<file path="src/rtl/reset_sequencer.sv">
// Releases N_DOMAINS reset domains in order once the hold period ends, waiting for each
// domain's ready (or a timeout) plus a fixed gap before the next release; any request restarts.
module reset_sequencer #(
  parameter int N_DOMAINS   = 4,
  parameter int HOLD_CYCLES = 16,
  parameter int GAP_CYCLES  = 8,
  parameter int ACK_TIMEOUT = 255
) (
  input  logic                 clk,
  input  logic                 rst,
  input  logic                 req_sw,
  input  logic                 req_wdog,
  input  logic                 req_dbg,
  input  logic [N_DOMAINS-1:0] domain_ready,
  output logic [N_DOMAINS-1:0] domain_rst,
  output logic                 busy,
  output logic [1:0]           cause,
  output logic [N_DOMAINS-1:0] timeout_err
);

  localparam int MAX_HG  = (HOLD_CYCLES > GAP_CYCLES) ? HOLD_CYCLES : GAP_CYCLES;
  localparam int MAX_CNT = (MAX_HG > ACK_TIMEOUT) ? MAX_HG : ACK_TIMEOUT;
  localparam int CW      = $clog2(MAX_CNT + 1);
  localparam int IW      = $clog2(N_DOMAINS);

  localparam logic [CW-1:0] HOLD_LAST = CW'(HOLD_CYCLES - 1);
  localparam logic [CW-1:0] GAP_LAST  = CW'(GAP_CYCLES - 1);
  localparam logic [CW-1:0] TO_LAST   = CW'(ACK_TIMEOUT - 1);
  localparam logic [IW-1:0] IDX_LAST  = IW'(N_DOMAINS - 1);

  typedef enum logic [2:0] {
    S_HOLD,
    S_RELEASE,
    S_WAIT,
    S_GAP,
    S_RUN
  } state_t;

  state_t               state, state_nxt;
  logic [CW-1:0]        ctr, ctr_nxt;
  logic [IW-1:0]        idx, idx_nxt;
  logic [N_DOMAINS-1:0] drst_nxt, terr_nxt;
  logic [1:0]           cause_nxt;
  logic                 busy_nxt;
  logic                 req_any;

  assign req_any = req_wdog | req_dbg | req_sw;

  always_comb begin
    state_nxt = state;
    ctr_nxt   = ctr;
    idx_nxt   = idx;
    drst_nxt  = domain_rst;
    terr_nxt  = timeout_err;
    cause_nxt = cause;

    // A request beats any ready/timeout event in the same cycle.
    if (req_any) begin
      state_nxt = S_HOLD;
      ctr_nxt   = '0;
      idx_nxt   = '0;
      drst_nxt  = '1;
      if (req_wdog)     cause_nxt = 2'd1;
      else if (req_dbg) cause_nxt = 2'd2;
      else              cause_nxt = 2'd3;
    end else begin
      unique case (state)
        S_HOLD: begin
          drst_nxt = '1;
          if (ctr == HOLD_LAST) begin
            state_nxt = S_RELEASE;
            ctr_nxt   = '0;
            idx_nxt   = '0;
          end else begin
            ctr_nxt = ctr + CW'(1);
          end
        end
        S_RELEASE: begin
          drst_nxt[idx] = 1'b0;
          state_nxt     = S_WAIT;
          ctr_nxt       = '0;
        end
        S_WAIT: begin
          if (domain_ready[idx]) begin
            state_nxt = S_GAP;
            ctr_nxt   = '0;
          end else if (ctr == TO_LAST) begin
            // Domain stays released; only the sticky flag records the miss.
            terr_nxt[idx] = 1'b1;
            state_nxt     = S_GAP;
            ctr_nxt       = '0;
          end else begin
            ctr_nxt = ctr + CW'(1);
          end
        end
        S_GAP: begin
          if (ctr == GAP_LAST) begin
            ctr_nxt = '0;
            if (idx == IDX_LAST) begin
              state_nxt = S_RUN;
            end else begin
              idx_nxt   = idx + IW'(1);
              state_nxt = S_RELEASE;
            end
          end else begin
            ctr_nxt = ctr + CW'(1);
          end
        end
        S_RUN: begin
          drst_nxt = '0;
        end
        default: begin
          state_nxt = S_HOLD;
          ctr_nxt   = '0;
          idx_nxt   = '0;
          drst_nxt  = '1;
        end
      endcase
    end

    busy_nxt = (state_nxt != S_RUN);
  end

  always_ff @(posedge clk) begin
    if (rst) begin
      state       <= S_HOLD;
      ctr         <= '0;
      idx         <= '0;
      domain_rst  <= '1;
      busy        <= 1'b1;
      cause       <= 2'd0;
      timeout_err <= '0;
    end else begin
      state       <= state_nxt;
      ctr         <= ctr_nxt;
      idx         <= idx_nxt;
      domain_rst  <= drst_nxt;
      busy        <= busy_nxt;
      cause       <= cause_nxt;
      timeout_err <= terr_nxt;
    end
  end

endmodule

</file>
<file path="config.mk">
export PLATFORM = sky130hd
export DESIGN_NAME = reset_sequencer
export DESIGN_NICKNAME = d
export VERILOG_FILES = /design/src/rtl/reset_sequencer.sv
export SDC_FILE = /design/constraint.sdc
export NUM_CORES = 1
export LEC_CHECK = 0
export CAP_MARGIN = 20
export CORE_MARGIN = 2
export CORE_UTILIZATION = 45
export CTS_CLUSTER_SIZE = 20
export DETAILED_ROUTE_END_ITERATION = 10
export DONT_BUFFER_PORTS = 1
export GPL_TIMING_DRIVEN = 0
export PLACE_DENSITY = 0.62
export SKIP_CTS_REPAIR_TIMING = 1
export SLEW_MARGIN = 20
export SYNTH_ARGS = -nofsm -noshare
export SYNTH_HDL_FRONTEND = slang
export SYNTH_SLANG_ARGS = --single-unit
</file>
<file path="constraint.sdc">
create_clock -name clk -period 1.89 [get_ports clk]
set_input_delay 0.2835 -clock clk [delete_from_list [all_inputs] [get_ports clk]]
set_output_delay 0.2835 -clock clk [all_outputs]
set_load 0.01 [all_outputs]
</file>
==> out/results.ini <==
[run_status]
status=finished, final reports clean

[detailed_routing]
antenna_left=0
remaining_drc_errors=0
wl_per_cell_um=16.3
drtPass1Iterations=4
routed_via_density=6.07
vias=1160
wirelength_um=3110
drt_iter0_drc=37

[worst_setup_path]
cp_cell_sequence=ha_1, nor4b_4, buf_4, o211ai_4, or4_1, a21oi_1
crit_required_ns=2.16
crit_path_end_kind=register
crit_arrival_ns=2.02
path_max_fanout=6
crit_start=ctr[1]
r2r-start=ctr[1]
slowest_stage=or4_1
critPathKind=reg2reg
crit_path_start_kind=register
critPathMaxStageDelay_ns=0.41

[power]
power.switching_mw=0.185
leakage_nw=0.489
power_frac_seq_pct=55.9
p_int_mw=0.733
irDropWorstVdd_mv=0.399
switching_share_pct=20.2
p_comb_share_pct=2.1
clockPowerShare_pct=42.0
power.density_nw_per_um2=618

[floorplan]
core_um2=2780
ioPinCount=20
dieWidth_um=58.3
initial_utilization_pct=47.7
die_h_um=58.3
row_count=19
dieArea_um2=3400

[clock_network]
clk_root_buffer_cell=clkbuf_4
clk_latency_ns=0.33
cts.sinks=24
cts_tree=yes
ctsLongestPathBuffers=2
ctsHtreeMaxLevel=1
path_clk_slew_ns=0.14
cts_buffers=3

[timing]
min_period_over_period_pct=92.9
slew_violations=0
finalCriticalPeriod_ns=1.76
setup_ws_ns=0.134
timing.hold.ws_ns=0.0750
rsz0062_at_grt=no
final_hold_viol_count=0
clock_skew_ns=0.00212
slew_headroom_pct=36.3
tightest_slew_ns=0.947
fmax_ghz=0.570
setup_viol=0

[grt]
grt_use_met2_pct=33.9
gr-total-overflow=0
met1_usage_pct=25.6
met3_usage_pct=3.08
grt_max_degree=15
grt_pass1_wl_um=5310
antenna_found_initial=0
grt_usage_pct=20.2
grt_pass1_vias=1162
busiest_layer=met2

[worst_hold_path]
hold_path.class=in2reg
min_from=req_wdog

[synthesis]
synth_edf_count=0
synth.distinct_cells=40
async_flop_share_pct=0
synth_area_um2=1330
synthCells=154
yosys_warnings=0
ys_seq_elements=24
synth_seq_area_share_pct=36.2
synth_flop_cell=dfxtp_1
postSynthAreaPerCell_um2=8.61
synth_fp_nets=169

[placement]
placed_area_um2=1370
gp_congestion=0.871
io_buffers=0
dp_hpwl_um=2230
pre_cts_slack_ns=-0.0559

[final_layout]
antenna_cells=0
area_growth_pct=11.9
fillers=278
drive_gt1_share_pct=14.4
postLayoutCellArea_um2=1480
nets=176

[run]
cap_violations=0

## per-layer routing
layer / part of all wire (%) / vias up
met5: 0 / -
met4: 1.9 / 0
met3: 4.8 / 8
met2: 49 / 32
met1: 44 / 543
li1: - / 577
## final timing paths
path | endpoint | slack, ns | cells past startpoint
hold / removal | cause[0] | 0.08 | 2
hold reg to reg | ctr[1] | 0.51 | 2
setup / recovery | idx[1] | 0.13 | 6
setup reg to reg | idx[1] | 0.13 | 6
## power groups by stage
| stage | Clock, mW | Combinational, mW | Sequential (mW) |
|---|---|---|---|
| 2_1_floorplan | 0 | 0.0142 | 0.524 |
| 3_3_place_gp | 0 | 0.0172 | 0.525 |
| 3_5_place_dp | 0 | 0.0176 | 0.524 |
| 4_1_cts | 0.390 | 0.0177 | 0.513 |
| 5_1_grt | 0.414 | 0.0217 | 0.514 |
| 6_report | 0.385 | 0.0191 | 0.513 |
## registers in the layout, indices dropped and copies added, names as in the netlist
| name | flops |
|---|---|
| timeout_err | 4 |
| ctr | 8 |
| cause | 2 |
| idx | 2 |
| busy | 1 |
| domain_rst | 4 |
| state | 3 |
## Yosys cell counts (3+ instances only)
master / count / share of area (%)
dfxtp_1: 24 / 36
nor2_1: 17 / 4.8
nand2_1: 11 / 3.1
nor3_1: 10 / 3.8
a21oi_1: 9 / 3.4
o21ai_1: 8 / 3.0
nand3_1: 7 / 2.6
ha_1: 6 / 5.7
a31oi_1: 5 / 2.4
a2bb2oi_1: 4 / 2.6
and2_1: 4 / 1.9
clkbuf_1: 4 / 1.1
o22ai_1: 4 / 1.9
buf_2: 3 / 1.1
inv_1: 3 / 0.85
o21a_1: 3 / 1.7
or4_1: 3 / 1.7
## kinds of logic after synthesis
| family | synth area share (%) |
|---|---|
| fa+ha+maj | 5.66 |
| flops | 36.2 |
| compound gates | 21.4 |
| xor+xnor | 1.98 |
| mux | 1.70 |
| buf+inv | 3.49 |
| simple gates | 29.5 |
## final cells by class
type / count / area (µm²) / share of cell area (%)
plain buffers: 6 / 26.3 / 1.77
clock buffers: 3 / 22.5 / 1.52
clock inverters: 1 / 30.0 / 2.02
inverters: 4 / 16.3 / 1.10
multi-input cells: 119 / 828 / 55.8
flip-flops and latches: 24 / 484 / 32.6
well taps: 31 / 38.8 / 2.61
repair buffers: 3 / 37.5 / 2.53
## metrics by stage
| step | std cells | TNS, ns | power, mW | utilization [%] |
|---|---|---|---|---|
| final | 191 | 0 | 0.918 | 53.4 |
| after global routing | 191 | 0 | 0.950 | 53.4 |
| after CTS | 189 | -0.164 | 0.921 | 51.0 |
| after detailed placement | 185 | -0.0850 | 0.542 | 49.1 |
| after global placement | 185 | 0 | 0.542 | 49.1 |
| after floorplan | 154 | 0 | 0.538 | - |
## critical path, delay by kind of cell, from the launching register on
family	cells	cell delay [ns]
compound gates	2	0.25
simple gates	2	0.61
buf+inv	1	0.20
fa+ha+maj	1	0.23
flops	1	0.40
## placed cells by master (no fill, tap or decap), types with 3 or more instances in the layout
cell and instances:
a21oi_1 9, a2bb2oi_1 4, a31oi_1 5, and2_1 4, buf_2 3, clkbuf_1 3, clkbuf_4 3, dfxtp_1 21
dfxtp_2 3, ha_1 5, inv_1 3, nand2_1 11, nand3_1 7, nor2_1 17, nor3_1 10, o21a_1 3
o21ai_1 8, o22ai_1 4, or4_1 3
(Power assumes the default switching activity.)
